## src/rtl/apb_master_bridge.sv

```systemverilog
// APB requester bridge: runs one valid/ready command at a time as an APB
// SETUP/ACCESS transfer and returns the read data and status on a valid/ready
// response port. A timeout aborts the transfer if the slave stalls too long.
`ifndef DATA_WIDTH
`define DATA_WIDTH 32
`endif
`ifndef ADDR_WIDTH
`define ADDR_WIDTH 32
`endif

module apb_master_bridge #(
  parameter int unsigned DATA_WIDTH     = `DATA_WIDTH,
  parameter int unsigned ADDR_WIDTH     = `ADDR_WIDTH,
  parameter int unsigned TIMEOUT_CYCLES = 16
) (
  input  logic                  PCLK,
  input  logic                  PRESET,
  input  logic                  cmd_valid,
  output logic                  cmd_ready,
  input  logic                  cmd_write,
  input  logic [ADDR_WIDTH-1:0] cmd_addr,
  input  logic [DATA_WIDTH-1:0] cmd_wdata,
  output logic                  rsp_valid,
  input  logic                  rsp_ready,
  output logic [DATA_WIDTH-1:0] rsp_rdata,
  output logic                  rsp_error,
  output logic                  rsp_timeout,
  output logic                  PSEL,
  output logic                  PENABLE,
  output logic [ADDR_WIDTH-1:0] PADDR,
  output logic                  PWRITE,
  output logic [DATA_WIDTH-1:0] PWDATA,
  input  logic [DATA_WIDTH-1:0] PRDATA,
  input  logic                  PREADY,
  input  logic                  PSLVERR
);

  localparam int unsigned CNT_W = (TIMEOUT_CYCLES == 0) ? 1 : $clog2(TIMEOUT_CYCLES + 1);
  // Counter value seen in the last permitted stalled ACCESS cycle.
  localparam logic [CNT_W-1:0] TO_LAST =
    CNT_W'((TIMEOUT_CYCLES == 0) ? 0 : TIMEOUT_CYCLES - 1);

  typedef enum logic [1:0] {IDLE, SETUP, ACCESS, RESP} state_e;

  state_e                  state_q, state_d;
  logic                    psel_q, psel_d;
  logic                    penable_q, penable_d;
  logic [ADDR_WIDTH-1:0]   paddr_q, paddr_d;
  logic                    pwrite_q, pwrite_d;
  logic [DATA_WIDTH-1:0]   pwdata_q, pwdata_d;
  logic                    rsp_valid_q, rsp_valid_d;
  logic [DATA_WIDTH-1:0]   rsp_rdata_q, rsp_rdata_d;
  logic                    rsp_error_q, rsp_error_d;
  logic                    rsp_timeout_q, rsp_timeout_d;
  logic [CNT_W-1:0]        wait_cnt_q, wait_cnt_d;

  // Accept a command only while idle and out of reset.
  assign cmd_ready = (state_q == IDLE) && !PRESET;

  // Next-state and next-output logic for the transfer sequence.
  always_comb begin
    state_d       = state_q;
    paddr_d       = paddr_q;
    pwrite_d      = pwrite_q;
    pwdata_d      = pwdata_q;
    rsp_rdata_d   = rsp_rdata_q;
    rsp_error_d   = rsp_error_q;
    rsp_timeout_d = rsp_timeout_q;
    wait_cnt_d    = wait_cnt_q;

    unique case (state_q)
      IDLE: begin
        if (cmd_valid && cmd_ready) begin
          state_d    = SETUP;
          pwrite_d   = cmd_write;
          paddr_d    = cmd_addr;
          pwdata_d   = cmd_write ? cmd_wdata : '0;
          wait_cnt_d = '0;
        end
      end
      SETUP: begin
        state_d = ACCESS;
      end
      ACCESS: begin
        if (PREADY) begin
          state_d       = RESP;
          rsp_rdata_d   = pwrite_q ? '0 : PRDATA;
          rsp_error_d   = PSLVERR;
          rsp_timeout_d = 1'b0;
        end else begin
          wait_cnt_d = wait_cnt_q + CNT_W'(1);
          if ((TIMEOUT_CYCLES != 0) && (wait_cnt_q == TO_LAST)) begin
            state_d       = RESP;
            rsp_rdata_d   = '0;
            rsp_error_d   = 1'b1;
            rsp_timeout_d = 1'b1;
          end
        end
      end
      RESP: begin
        if (rsp_ready) begin
          state_d = IDLE;
        end
      end
      default: begin
        state_d = IDLE;
      end
    endcase

    psel_d      = (state_d == SETUP) || (state_d == ACCESS);
    penable_d   = (state_d == ACCESS);
    rsp_valid_d = (state_d == RESP);
  end

  // State and output registers with synchronous reset.
  always_ff @(posedge PCLK) begin
    if (PRESET) begin
      state_q       <= IDLE;
      psel_q        <= 1'b0;
      penable_q     <= 1'b0;
      paddr_q       <= '0;
      pwrite_q      <= 1'b0;
      pwdata_q      <= '0;
      rsp_valid_q   <= 1'b0;
      rsp_rdata_q   <= '0;
      rsp_error_q   <= 1'b0;
      rsp_timeout_q <= 1'b0;
      wait_cnt_q    <= '0;
    end else begin
      state_q       <= state_d;
      psel_q        <= psel_d;
      penable_q     <= penable_d;
      paddr_q       <= paddr_d;
      pwrite_q      <= pwrite_d;
      pwdata_q      <= pwdata_d;
      rsp_valid_q   <= rsp_valid_d;
      rsp_rdata_q   <= rsp_rdata_d;
      rsp_error_q   <= rsp_error_d;
      rsp_timeout_q <= rsp_timeout_d;
      wait_cnt_q    <= wait_cnt_d;
    end
  end

  assign PSEL        = psel_q;
  assign PENABLE     = penable_q;
  assign PADDR       = paddr_q;
  assign PWRITE      = pwrite_q;
  assign PWDATA      = pwdata_q;
  assign rsp_valid   = rsp_valid_q;
  assign rsp_rdata   = rsp_rdata_q;
  assign rsp_error   = rsp_error_q;
  assign rsp_timeout = rsp_timeout_q;

endmodule

```

## config.mk

```make
export PLATFORM = sky130hd
export DESIGN_NAME = apb_master_bridge
export DESIGN_NICKNAME = d
export VERILOG_FILES = /design/src/rtl/apb_master_bridge.sv
export SDC_FILE = /design/constraint.sdc
export NUM_CORES = 1
export LEC_CHECK = 0
export CAP_MARGIN = 20
export CORE_MARGIN = 1.5
export CORE_UTILIZATION = 44
export CTS_BUF_LIST = sky130_fd_sc_hd__clkbuf_4
export CTS_CLUSTER_SIZE = 25
export DETAILED_ROUTE_END_ITERATION = 7
export GPL_TIMING_DRIVEN = 1
export HOLD_SLACK_MARGIN = 0.05
export PLACE_DENSITY = 0.85
export SETUP_SLACK_MARGIN = 0.05
export SLEW_MARGIN = 20
export SYNTH_ARGS = -nofsm -noshare
export SYNTH_HDL_FRONTEND = slang
export SYNTH_SLANG_ARGS = --single-unit
```

## constraint.sdc

```tcl
create_clock -name PCLK -period 5.5 [get_ports PCLK]
set_clock_uncertainty 0.1 [all_clocks]
set_input_delay 1.65 -clock PCLK [delete_from_list [all_inputs] [get_ports PCLK]]
set_output_delay 1.65 -clock PCLK [all_outputs]
set_load 0.01 [all_outputs]
```

======== Word level (Yosys, flattened, before mapping) ========
Cells that the tools add are included.
storage, ports and cells
  bits in registers ....................... 109
  latch bits .............................. 0
  bits in writable memories ............... 0
  ROM bits ................................ 0
  output and inout bits ................... 103
  memories ................................ 0
cells by class
  add/subtract/negate cells ............... 1
  multipliers ............................. 0
  divide/modulo/power cells ............... 0
  magnitude comparators ................... 0
  eq/ne operators ......................... 9
  shift operators ......................... 0
  muxes and demuxes ....................... 15
  bitwise logic cells ..................... 0
  reduce and logical (&&, ||, !) cells .... 10
operators with widths
  cell                                                                      count
  32-bit 2-to-1 mux                                                         4
  5-bit 2-to-1 mux                                                          2
  5-bit one-hot mux with 2 select lines                                     1
  2-bit == test (second input constant)                                     4
  2-bit 2-to-1 mux                                                          4
  2-bit one-hot mux with 4 select lines                                     1
  5-bit by 1-bit adder with 5-bit output (second input constant)            1
  5-bit by 4-bit == test with 1-bit output (second input constant)          1
  2-bit by 1-bit == test with 1-bit output (second input constant)          2
  2-bit AND reduction                                                       2
  2-bit nonzero test                                                        2
  1-bit 2-to-1 mux                                                          3
  3-bit AND reduction                                                       1
  1-bit logical AND                                                         2
  2-bit logical NOT                                                         1
  2-bit by 1-bit inequality test with 1-bit output (second input constant)  1
  2-bit inequality test (second input constant)                             1
  1-bit logical NOT                                                         1
  1-bit logical OR                                                          1

======== Logic depth before layout (Yosys ltp) ========
  depth in word-level cells ............... 7
  depth in mapped cells ................... 8

======== Worst setup path before layout ========
OpenSTA, ideal clock, no wires.
  path type ............................... input to output
  start point ............................. input port PRESET
  end point ............................... output port cmd_ready
  data arrival time ....................... 2.146 ns
  required time ........................... 3.750 ns
  slack ................................... 1.604 ns
  stages on the path ...................... 2
  buffers on the path ..................... 1
  path through ............................ clkbuf_1 > nor3_1
on the way
  longest elaborated chain between the ends .. 2
ends and longest elaborated chain
  element            line  source
  from (decl)        17    input logic PRESET,
  1-bit logical NOT  58    assign cmd_ready = (state_q == IDLE) && !PRESET;
  1-bit logical AND  58
  to (decl)          19    output logic cmd_ready,
Every way passes these cells.

======== Worst setup path in the final report ========
Same ends and word-level chain as after synthesis.

==> run_results.csv <==
group,metric,value,unit
floorplanning,fp.coreArea,8760,um^2
synthesis,cell_taking_the_most_area_after_synthesis,"sky130_fd_sc_hd__dfxtp_1",
place,placed_cell_area,6070,um^2
synthesis,top_flip_flop_cell_by_instance_count_after_synthesis,"sky130_fd_sc_hd__dfxtp_1",
power_and_ir_drop,finalPower,1490,uW
cts,ctsLongestPathBuffers,2,
global_route,grt-ovfl-total,0,
power_and_ir_drop,power-per-cell-area,240,nW/um^2
timing,timing.fmax,233,MHz
power_and_ir_drop,comb_power_share,16.3,%
timing,fin_crit,4.30,ns
synthesis,synth_seq_cells,109,
timing,timing.final.max_slew_violations,0,
power_and_ir_drop,power.share.switching,26.0,%
critical_path,worstPathMaxFanout,2,
synthesis,sequential_to_total_area_share_from_yosys_stat,54.3,%
power_and_ir_drop,power_frac_clock,27.6,%
cts,cts-resized-gates,0,
drt,final_antenna_net_count,0,
drt,routed_via_density,5.13,
floorplanning,initial_utilization,45.8,%
critical_path,critical_path_class,"primary input to output port",
layout,post_route_cells_drive_above_1_share,4.89,%
place,place_ws,1.13,ns
power_and_ir_drop,power.internal,1100,uW
drt,routed-via-count,4020,
place,globalplace.congestion,0.750,
global_route,grtUsageTotal,21.9,%
layout,nNetsFinal,777,
synthesis,synth_common_cells,"sky130_fd_sc_hd__nand2_1, sky130_fd_sc_hd__dfxtp_1, sky130_fd_sc_hd__a21oi_1",
timing,setup_repair_after_global_routing_missed_its_margin,"no",
cts,cts-buffers-inserted,9,
cts,cts_tree,"built",
floorplanning,die_w,98.5,um
power_and_ir_drop,vdd.ir_drop.worst,0.000160,V
global_route,grt_start_max_net_pins,113,
layout,antenna_cells_inserted,0,
floorplanning,std_cell_rows,34,
place,dp_hpwl,7810,um
timing,max-slew-margin-rel,41.9,%
cts,clockRootBuffer,"sky130_fd_sc_hd__clkbuf_4",
timing,report.final.hold_viol_count,0,
critical_path,crit_arrival,2.55,ns
layout,areaGrowthSynthToFinish,54.8,%
cts,cts_post_setup_buffers_inserted,0,
global_route,wire_length_of_the_first_global_routing_pass,17700,um
timing,worstMarginPinSlew,0.868,ns
worst_hold_path,hp-class,"register to register",
place,numPortBuffers,205,
power_and_ir_drop,p_sw,388,uW
synthesis,synth_area_per_cell,8.16,um^2
layout,fin_area,6210,um^2
synthesis,yosys_warnings,0,
drt,drt-wirelength-per-cell,14.4,um
critical_path,required,3.75,ns
floorplanning,floorplan.io_pins,206,
synthesis,syn-cell-area,4020,um^2
global_route,grt_antenna_before_repair,0,
cts,hold_buffers,0,
drt,initialDrtViolationCount,153,
synthesis,synth_top_cell_area_share,54.3,%
floorplanning,vertical_die_dimension,98.5,um
timing,report.final.setup_viol,0,
critical_path,reg2reg_setup_slack,3.16,ns
critical_path,timing.critical_path.to_type,"output port",
job,max-cap-violations,0,
drt,route.detailed.drc,0,
critical_path,cp-start-kind,"primary input",
synthesis,synthArstFlopShare,0,%
timing,setup_ws,1.20,ns
cts,cts.clk_slew.worst_paths,0.17,ns
timing,setup_tns_final,0,ns
layout,fin_util,70.9,%
synthesis,synth_area_leaders,"sky130_fd_sc_hd__dfxtp_1, sky130_fd_sc_hd__a21oi_1, sky130_fd_sc_hd__nand2_1",
global_route,first_global_vias,3812,
cts,cts_max_level,3,
floorplanning,die_area,9710,um^2
synthesis,synth_edf_count,0,
power_and_ir_drop,power.leakage,0.00213,uW
power_and_ir_drop,seq_power_share,56.1,%
cts,worstSkewPairLatency,0.44,ns
run_status,outcome,"finished, final reports clean",
drt,drt-total-wl,11200,um
synthesis,netlist_instances,492,
timing,final_min_period_over_clock_period,78.1,%
synthesis,syn-num-nets,599,
drt,drt_pre_antenna_iters,4,
synthesis,synthMostInstantiatedCell,"sky130_fd_sc_hd__nand2_1",
synthesis,synth.distinct_cells,30,
cts,cts.sinks,109,
sequential cells by signal (all words and copies together), names as in the netlist:
name	flops
PADDR	32
PENABLE	1
PSEL	1
PWDATA	32
PWRITE	1
rsp_error	1
rsp_rdata	32
rsp_timeout	1
rsp_valid	1
state_q	2
wait_cnt_q	5
power by group through the flow:
stage               clock network [uW]  logic (uW)  registers [uW]
floorplan                            0        87.4             862
global placement                     0         239             851
detailed placement                   0         244             853
CTS                                419         245             836
global route                       451         263             840
finish                             412         243             836
routing by layer:
| layer | routed length, um | global-route usage (%) |
|---|---|---|
| met1 | 4560 | 25.2 |
| met2 | 5480 | 38.0 |
| met3 | 1030 | 8.37 |
| met4 | 185 | 6.28 |
| met5 | 0 | 0 |
worst max-delay path, stage by stage:
cell,delay (ns)
sky130_fd_sc_hd__buf_4,0.12
sky130_fd_sc_hd__nor3_1,0.18
sky130_fd_sc_hd__clkdlybuf4s50_1,0.60
worst paths after layout:
kind                            startpoint         end  cells past startpoint
worst min-delay path            PWDATA[26]  PWDATA[26]                      2
worst max-delay path                PRESET   cmd_ready                      3
worst max register to register  state_q[1]  PWDATA[22]                      4
worst min register to register  PWDATA[26]  PWDATA[26]                      2
through the flow:
| step | cells | hold WS (ns) |
|---|---|---|
| floorplan | 492 | 0.348 |
| global placement | 767 | 0.337 |
| detailed placement | 767 | 0.343 |
| CTS | 783 | 0.364 |
| global route | 783 | 0.383 |
| finish | 783 | 0.361 |
layout make-up:
cell class / count / area, um^2
clock buffers: 10 / 75.1
inverters: 4 / 15.0
multi-input cells: 335 / 1640
well taps: 108 / 135
fillers: 686 / 2550
clock inverters: 6 / 70.1
repair buffers: 211 / 2090
flip-flops and latches: 109 / 2180
kinds of logic (layout without fill, tap and decap cells):
family / after synthesis / after routing / synth area share (%)
AO/OA/AOI/OAI: 142 / 142 / 18.6
AND/OR/NAND/NOR: 189 / 189 / 20.4
flip-flops: 109 / 109 / 54.3
adder cells (fa/ha/maj): 4 / 4 / 1.25
buffers and inverters: 48 / 231 / 5.42
cell usage in the layout, fill, tap and decap left out, types with 2 or more instances in the layout:
| cell type | Yosys | routed |
|---|---|---|
| sky130_fd_sc_hd__buf_4 | 0 | 6 |
| sky130_fd_sc_hd__o21a_1 | 2 | 2 |
| sky130_fd_sc_hd__dfxtp_1 | 109 | 109 |
| sky130_fd_sc_hd__nand3_1 | 38 | 38 |
| sky130_fd_sc_hd__a21oi_1 | 100 | 100 |
| sky130_fd_sc_hd__nand2_1 | 132 | 132 |
| sky130_fd_sc_hd__clkbuf_4 | 0 | 10 |
| sky130_fd_sc_hd__nor2_1 | 3 | 2 |
| sky130_fd_sc_hd__nand4b_1 | 2 | 2 |
| sky130_fd_sc_hd__nor2b_1 | 4 | 4 |
| sky130_fd_sc_hd__a31oi_1 | 3 | 3 |
| sky130_fd_sc_hd__o21ai_0 | 32 | 32 |
| sky130_fd_sc_hd__ha_1 | 4 | 4 |
| sky130_fd_sc_hd__clkdlybuf4s50_1 | 0 | 203 |
| sky130_fd_sc_hd__nor2_2 | 1 | 2 |
| sky130_fd_sc_hd__clkinv_4 | 0 | 2 |
| sky130_fd_sc_hd__inv_1 | 4 | 4 |
| sky130_fd_sc_hd__inv_6 | 0 | 2 |
Power figures use the tool's default switching activity.
